## config.mk

```make
export PLATFORM = sky130hd
export DESIGN_NAME = mips_clk_ctrl_flat
export DESIGN_NICKNAME = d
export VERILOG_FILES = /design/src/rtl/mips_dbg_pkg.sv /design/src/rtl/mips_clk_ctrl_if.sv /design/src/rtl/mips_debounce.sv /design/src/rtl/mips_clk_ctrl.sv /design/src/flat_wrapper.sv
export SDC_FILE = /design/constraint.sdc
export NUM_CORES = 1
export LEC_CHECK = 0
export ABC_AREA = 1
export CAP_MARGIN = 5
export CORE_MARGIN = 1
export CORE_UTILIZATION = 60
export DETAILED_ROUTE_END_ITERATION = 6
export PLACE_DENSITY = 0.87
export SLEW_MARGIN = 20
export SYNTH_ARGS = -nofsm -noshare
export SYNTH_HDL_FRONTEND = slang
export SYNTH_SLANG_ARGS = --single-unit
export TNS_END_PERCENT = 30
```

## constraint.sdc

```tcl
create_clock -name clk -period 3.35 [get_ports clk]
set_input_delay 0.8375 -clock clk [delete_from_list [all_inputs] [get_ports clk]]
set_output_delay 0.8375 -clock clk [all_outputs]
set_load 0.01 [all_outputs]
```

## src/rtl/mips_dbg_pkg.sv

```systemverilog
// Shared debug/clock-control definitions for the MIPS core slice.
// Holds the CPU clock controller state encoding, the default clock
// divider and debounce length (reused by the core top and the bench),
// and a small helper that sizes counters.
package mips_dbg_pkg;

    typedef enum logic [1:0] {
        IDLE,
        RUN,
        STEP_HI,
        STEP_LO
    } clk_ctrl_state_t;

    localparam int unsigned DEF_DIV             = 4;
    localparam int unsigned DEF_DEBOUNCE_CYCLES = 16;

    // Bits needed for a counter that runs 0..n-1 (at least 1 bit).
    function automatic int unsigned cnt_width(input int unsigned n);
        return (n > 1) ? $clog2(n) : 1;
    endfunction

endpackage

```

## src/rtl/mips_clk_ctrl_if.sv

```systemverilog
// Board-control / CPU-clock bundle of the clock controller.
//   run, step    : raw run switch and step button (towards the controller)
//   CPUCLK       : gated CPU clock
//   cpu_tick     : one-clk pulse while CPUCLK first reads 1
//   cycle_count  : CPUCLK rising edges since reset (CNT_W bits)
//   busy         : CPUCLK is toggling
// master = board/bench side, slave = controller side.
interface mips_clk_ctrl_if #(
    parameter int unsigned CNT_W = 32
);
    logic             run;
    logic             step;
    logic             CPUCLK;
    logic             cpu_tick;
    logic [CNT_W-1:0] cycle_count;
    logic             busy;

    modport master (
        output run, step,
        input  CPUCLK, cpu_tick, cycle_count, busy
    );

    modport slave (
        input  run, step,
        output CPUCLK, cpu_tick, cycle_count, busy
    );
endinterface

```

## src/rtl/mips_debounce.sv

```systemverilog
// Input conditioner for a raw board signal: 2-FF synchronizer followed
// by a debouncer. dout flips only after the synchronized sample has
// differed from it for CYCLES consecutive clk cycles.
//   clk   : system clock
//   reset : asynchronous, active-high
//   din   : raw asynchronous input
//   dout  : synchronized, debounced level
module mips_debounce
    import mips_dbg_pkg::*;
#(
    parameter int unsigned CYCLES = DEF_DEBOUNCE_CYCLES
) (
    input  logic clk,
    input  logic reset,
    input  logic din,
    output logic dout
);

    localparam int unsigned   CW   = cnt_width(CYCLES);
    localparam logic [CW-1:0] LAST = CW'(CYCLES - 1);

    logic          sync_1;
    logic          sync_2;
    logic [CW-1:0] stable_cnt;

    always_ff @(posedge clk or posedge reset) begin
        if (reset) begin
            sync_1     <= 1'b0;
            sync_2     <= 1'b0;
            dout       <= 1'b0;
            stable_cnt <= '0;
        end else begin
            sync_1 <= din;
            sync_2 <= sync_1;
            if (sync_2 == dout) begin
                stable_cnt <= '0;
            end else if (stable_cnt == LAST) begin
                // CYCLES-th consecutive differing sample: accept it.
                dout       <= sync_2;
                stable_cnt <= '0;
            end else begin
                stable_cnt <= stable_cnt + CW'(1);
            end
        end
    end

endmodule

```

## src/rtl/mips_clk_ctrl.sv

```systemverilog
// CPU clock and step controller for the pipelined MIPS core.
// Turns the run switch and step button into a registered, gated CPUCLK
// (period 2*DIV clk cycles, 50% duty), a one-clk tick aligned with the
// first high cycle of CPUCLK, and a wrapping CPUCLK rise counter.
//   clk   : system clock
//   reset : asynchronous, active-high
//   bus   : run/step in; CPUCLK, cpu_tick, cycle_count, busy out
module mips_clk_ctrl
    import mips_dbg_pkg::*;
#(
    parameter int unsigned DIV             = DEF_DIV,
    parameter int unsigned DEBOUNCE_CYCLES = DEF_DEBOUNCE_CYCLES,
    parameter int unsigned CNT_W           = 32
) (
    input  logic             clk,
    input  logic             reset,
    mips_clk_ctrl_if.slave   bus
);

    localparam int unsigned   PW      = cnt_width(DIV);
    localparam logic [PW-1:0] PH_LAST = PW'(DIV - 1);

    clk_ctrl_state_t  state, state_n;
    logic [PW-1:0]    phase, phase_n;
    logic             clk_q, clk_n;
    logic             tick_q;
    logic             busy_q;
    logic [CNT_W-1:0] count_q;
    logic             run_db, step_db, step_db_q;
    logic             step_req;
    logic             phase_end;
    logic             rise;

    mips_debounce #(.CYCLES(DEBOUNCE_CYCLES)) u_run_db (
        .clk   (clk),
        .reset (reset),
        .din   (bus.run),
        .dout  (run_db)
    );

    mips_debounce #(.CYCLES(DEBOUNCE_CYCLES)) u_step_db (
        .clk   (clk),
        .reset (reset),
        .din   (bus.step),
        .dout  (step_db)
    );

    assign step_req  = step_db & ~step_db_q;
    assign phase_end = (phase == PH_LAST);
    assign rise      = clk_n & ~clk_q;

    always_comb begin
        state_n = state;
        phase_n = phase + PW'(1);
        clk_n   = clk_q;
        case (state)
            IDLE: begin
                phase_n = '0;
                if (run_db) begin
                    state_n = RUN;
                    clk_n   = 1'b1;
                end else if (step_req) begin
                    state_n = STEP_HI;
                    clk_n   = 1'b1;
                end
            end
            RUN: begin
                // run is only sampled at the end of a low phase, so a
                // stop always finishes the current period.
                if (phase_end) begin
                    phase_n = '0;
                    if (clk_q)       clk_n   = 1'b0;
                    else if (run_db) clk_n   = 1'b1;
                    else             state_n = IDLE;
                end
            end
            STEP_HI: begin
                if (phase_end) begin
                    phase_n = '0;
                    clk_n   = 1'b0;
                    state_n = STEP_LO;
                end
            end
            STEP_LO: begin
                if (phase_end) begin
                    phase_n = '0;
                    state_n = IDLE;
                end
            end
            default: begin
                state_n = IDLE;
                phase_n = '0;
                clk_n   = 1'b0;
            end
        endcase
    end

    always_ff @(posedge clk or posedge reset) begin
        if (reset) begin
            state     <= IDLE;
            phase     <= '0;
            clk_q     <= 1'b0;
            tick_q    <= 1'b0;
            busy_q    <= 1'b0;
            count_q   <= '0;
            step_db_q <= 1'b0;
        end else begin
            state     <= state_n;
            phase     <= phase_n;
            clk_q     <= clk_n;
            tick_q    <= rise;
            busy_q    <= (state_n != IDLE);
            step_db_q <= step_db;
            if (rise) count_q <= count_q + CNT_W'(1);
        end
    end

    assign bus.CPUCLK      = clk_q;
    assign bus.cpu_tick    = tick_q;
    assign bus.busy        = busy_q;
    assign bus.cycle_count = count_q;

endmodule
```

## src/flat_wrapper.sv

```systemverilog
// flat-port wrapper written by rule: the top's interface ports become plain ports
module mips_clk_ctrl_flat import mips_dbg_pkg::*;
#(
    parameter int unsigned DIV             = DEF_DIV,
    parameter int unsigned DEBOUNCE_CYCLES = DEF_DEBOUNCE_CYCLES,
    parameter int unsigned CNT_W           = 32
)
  (clk, reset, bus_run, bus_step, bus_CPUCLK, bus_cpu_tick, bus_cycle_count, bus_busy);
  mips_clk_ctrl_if #(.CNT_W(CNT_W)) bus_i ();
  input  logic clk;
  input  logic reset;
  input wire logic [$bits(bus_i.run)-1:0] bus_run;
  input wire logic [$bits(bus_i.step)-1:0] bus_step;
  output wire logic [$bits(bus_i.CPUCLK)-1:0] bus_CPUCLK;
  output wire logic [$bits(bus_i.cpu_tick)-1:0] bus_cpu_tick;
  output wire logic [$bits(bus_i.cycle_count)-1:0] bus_cycle_count;
  output wire logic [$bits(bus_i.busy)-1:0] bus_busy;
  assign bus_i.run = bus_run;
  assign bus_i.step = bus_step;
  assign bus_CPUCLK = bus_i.CPUCLK;
  assign bus_cpu_tick = bus_i.cpu_tick;
  assign bus_cycle_count = bus_i.cycle_count;
  assign bus_busy = bus_i.busy;
  mips_clk_ctrl #(.DIV(DIV), .DEBOUNCE_CYCLES(DEBOUNCE_CYCLES), .CNT_W(CNT_W)) u_core (.clk(clk), .reset(reset), .bus(bus_i));
endmodule
```

# Word level (Yosys, flattened, before mapping)
# Cells that the tools add are included.
# classes
addsub,4
n_mux,21
n_bitwise,6
n_reduce_logical,5
eq_ne,8
# op_table
cell,count
$add A32 B1 Y32 const B,1
$mux W2,8
$mux W4,4
$add A4 B1 Y4 const B,2
$eq A4 B4 Y1 const B,2
$pmux W2 S4,1
$eq A2 B2 Y1 const B,3
$mux W1,6
$not A1 Y1,4
$pmux W2 S2,1
$reduce_and A2 Y1,2
$pmux W1 S3,1
$reduce_or A3 Y1,1
$add A2 B1 Y2 const B,1
$and A1 B1 Y1,2
$eq A1 B1 Y1,2
$eq A2 B1 Y1 const B,1
$logic_not A2 Y1,1
$reduce_bool A2 Y1,1
# word_totals
output_inout_bits,35
input_bits,4
ff_bits,54

# Longest topological paths before layout
# depth
word_depth,6
depth_mapped,11

# Modules after synthesis
# From an unflattened synthesis, not the netlist that was laid out.
# hier_totals
cells_unflattened,420
hier_area_um2,3051.7
# by_module_without_submodules
module,area_each_um2,instances,cells_per_inst,seq_area_each_um2
mips_clk_ctrl,2493.6,1,362,1001.0
mips_debounce,279.0,2,29,175.2

# Worst setup path before layout
# No wires, ideal clock.
# synth_path
path_kind,register to register
from,reg u_core.count_q[0] (netlist: u_core.bus.cycle_count[0])
to,reg u_core.count_q[26] (netlist: u_core.bus.cycle_count[26])
n_path_buf,0
arrival_ns,1.457
t_required_ns,3.234
synth_period_minus_slack_ns,1.573
stages_incl_launch_ff,11
setup_time_ns,0.116
setup_slack_ns,1.777
path_cell_list,dfrtp_1 -> ha_1 -> inv_1 -> nor2_2 -> nand2_2 -> nor2_2 -> nand2_1 -> nand2_1 -> nand2_1 -> nand2_1 -> nand2_1
# synth_via
elab_chain_len,1
# synth_rtl
item,line_no,text
start: declaration,mips_clk_ctrl.sv:28,logic [CNT_W-1:0] count_q;
start signal: assignment,mips_clk_ctrl.sv:114,if (rise) count_q <= count_q + CNT_W'(1);
$add A32 B1 Y32,mips_clk_ctrl.sv:114,
# No other way between the ends.
# A chain may end at the register's enable or synchronous reset.

# Final worst setup path
# layout_path
from,reg u_core.clk_q (netlist: u_core.bus.CPUCLK)
to,out bus_CPUCLK
# layout_lines
item,line_no,text
start: declaration,mips_clk_ctrl.sv:25,"logic clk_q, clk_n;"
start signal: assignment,mips_clk_ctrl.sv:110,clk_q <= clk_n;
end: declaration,flat_wrapper.sv:14,output wire logic [$bits(bus_i.CPUCLK)-1:0] bus_CPUCLK;
# No word-level cell between the ends.

==> impl_metrics.toml <==
[clock_tree]
postCtsHoldBufs = 0
cts.repair.resized = 0
cts_max_level = 2
clock_sinks = 54
clkTransAtPathRegs_ps = 110
cts_setup_buffers = 0
cts_tree = "built"
cts.path.max_buffers = 2
clk_latency_ps = 320
ctsRootBufferMaster = "clkbuf_8"
cts_buffers = 5

[worst_setup_path]
regToRegSetupSlack_ps = 1370
rr_worst_depth = 10
arrival_ps = 1470
crit_chain = "clkdlybuf4s50_1"
path_buf_inv = 1
r2r_start = "u_core.phase[0]"
worstSetupPathType = "reg -> out"
endpoint = "bus_CPUCLK"
critPathTopFamily = "buffers and inverters"
cp-end-kind = "primary output"
cp_max_fo = 9
crit_required_ps = 2510
worst_setup_path_start_kind = "flip-flop"
crit_slowest_cell = "clkdlybuf4s50_1"
r2r_end = "u_core.bus.cycle_count[19]"
crit_start = "u_core.bus.CPUCLK"
slowest_delay_ps = 600
path_depth = 1

[yosys]
netlist_top_cells_count = "nand2_1 (205), nor2_1 (56), dfrtp_1 (54), inv_1 (37), nand3_1 (25)"
synth_top_family_by_area = "simple AND/OR/NAND/NOR gates"
ys_top_cells_by_area = "dfrtp_1 (43%), nand2_1 (24%), nor2_1 (6.7%)"
synthCells = 443
yosysMostFrequentCell = "nand2_1"
async_flop_share = 1.000
yosysUniqueCellTypes = 19
ys_seq_area_frac = 0.4289
synth.largest_area_cell = "dfrtp_1"
syn_nets = 452
netlist_area_mm2 = 0.003151
muxShareOfSynthArea = 0.007149
synth_compound_area_frac = 0.003177
synthXorXnorAreaFrac = 0.05560
synth-simple-area-share = 0.4162
synthAdderAreaFrac = 0.01986
ys_seq_elements = 54
synth_edf_count = 0
synth_top_area_frac = 0.4289
syn_avg_cell_area_um2 = 7.112
yosysWarnings = 0
ys.flop_type = "dfrtp_1"

[sta]
setup_viol = 0
rsz0062_at_grt = "no"
fin_worst_skew_ps = 8.041
worst_slew_pin_slew_ps = 755.4
timing.final.crit_share = 0.6881
hold_viol_final = 0
period_minus_slack_ps = 2305
whs_ps = 369.4
setup_tns_ps = 0
slew_violations = 0
setup_slack_ps = 1045
clock.fmax_mhz = 433.8
slew-limit-headroom = 0.4952

[routing]
drc_errors = 0
wl_per_cell_um = 12.70
wl_mm = 7.037
viasPerCell = 5.132
drtAntennaViolNets = 0
vias = 2843
drt_pass1_iterations = 4
drtIter0Drc = 196

[die]
num_io_pins = 39
die_area_mm2 = 0.005544
rows = 26
die_y_um = 74.46
die-width_um = 74.46
initial_core_util = 0.6208
core_area_mm2 = 0.005075

[power_and_ir_drop]
ir_drop_uv = 521.4
p_per_area_mw_per_mm2 = 534.1
total_power_mw = 1.961
cellLeakagePower_nw = 1.775

[hold_path]
min_path_type = "reg -> reg"
hold_depth = 0

[global_routing]
antenna_found_initial = 0
grt.overflow.total = 0
grt_max_degree = 34
grt_usage = 0.2761
grt_pass1_wl_mm = 11.65
grt_pass1_vias = 2552

[cells_and_area]
layout-drive-gt1-share = 0.08264
n_antenna_cell = 0
area_growth_pct = 16.52
final_nets = 492
fillers = 410

[status]
status = "completed"

[flow_run]
maxCapViolations = 0

[placement]
gp_congestion = 0.9515
portBuffers = 38
dpl.hpwl_mm = 5.176
dpl_worst_slack_ps = 1409
-- layout make-up --
| type | instances | area, um2 | area share |
|---|---|---|---|
| Clock buffer | 5 | 68.82 | 0.01875 |
| Sequential cell | 54 | 1351 | 0.3681 |
| Tap cell | 70 | 87.58 | 0.02386 |
| Multi-Input combinational cell | 345 | 1582 | 0.4308 |
| Inverter | 37 | 138.9 | 0.03783 |
| Clock inverter | 3 | 47.55 | 0.01295 |
| Timing Repair Buffer | 40 | 395.4 | 0.1077 |
-- worst min-delay path by stage --
stage / slack, ps / end / from
floorplan: 330 / u_core.u_run_db.sync_2 / u_core.u_run_db.sync_1
finish: 370 / u_core.u_run_db.sync_2 / u_core.u_run_db.sync_1
global placement: 330 / u_core.u_step_db.sync_2 / u_core.u_step_db.sync_1
detailed placement: 340 / u_core.u_step_db.sync_2 / u_core.u_step_db.sync_1
global route: 380 / u_core.u_run_db.sync_2 / u_core.u_run_db.sync_1
CTS: 370 / u_core.u_run_db.sync_2 / u_core.u_run_db.sync_1
-- sequential cells by signal, indices dropped and copies added, names as in the netlist, 2 cells and up --
name                         cells
u_core.u_run_db.stable_cnt       4
u_core.u_step_db.stable_cnt      4
u_core.phase                     2
u_core.state                     2
u_core.bus.cycle_count          32
-- kinds of logic (layout without fill, tap and decap cells) --
| logic type | Yosys count | in the layout |
|---|---|---|
| AOI/OAI and AO/OA | 2 | 2 |
| xor gates and xnor gates | 20 | 20 |
| adders and majority gates | 5 | 5 |
| buffers and inverters | 44 | 85 |
| DFF | 54 | 54 |
| muxes | 2 | 2 |
| and+or+nand+nor | 316 | 316 |
-- power by group --
group	internal, mW	switching [mW]
logic	0.254	0.424
clock network	0.227	0.232
registers	0.728	0.0963
total	1.21	0.752
-- layout by cell type, fill, tap and decap left out --
master           instances
and2_1                   1
buf_4                    2
bufinv_16                1
clkbuf_8                 5
clkdlybuf4s50_1         38
clkinv_4                 1
dfrtp_1                 54
ha_1                     5
inv_1                   36
inv_2                    1
inv_6                    1
mux2_2                   2
nand2_1                205
nand2_2                 11
nand3_1                 25
nand3_2                  1
nand4_1                  1
nand4_2                  1
nor2_1                  56
nor2_2                  12
nor2_4                   2
nor3_1                   1
o21ai_0                  2
xnor2_1                  8
xor2_1                  12
-- through the flow --
stage | util | cells | instance area (um2)
2_1_floorplan | - | 443 | 3151
3_3_place_gp | 0.7004 | 546 | 3555
3_5_place_dp | 0.7004 | 546 | 3555
4_1_cts | 0.7234 | 554 | 3671
5_1_grt | 0.7234 | 554 | 3671
6_report | 0.7234 | 554 | 3671
-- layer usage --
| metal | track usage | wire, um | share of wire | vias to the layer above |
|---|---|---|---|---|
| li1 | - | - | - | 1422 |
| met1 | 0.3780 | 3211 | 0.46 | 1329 |
| met2 | 0.4484 | 3359 | 0.48 | 79 |
| met3 | 0.04607 | 357 | 0.051 | 13 |
| met4 | 0.08805 | 108 | 0.015 | 0 |
| met5 | 0 | 0 | 0 | - |
Power figures use the tool's default switching activity.
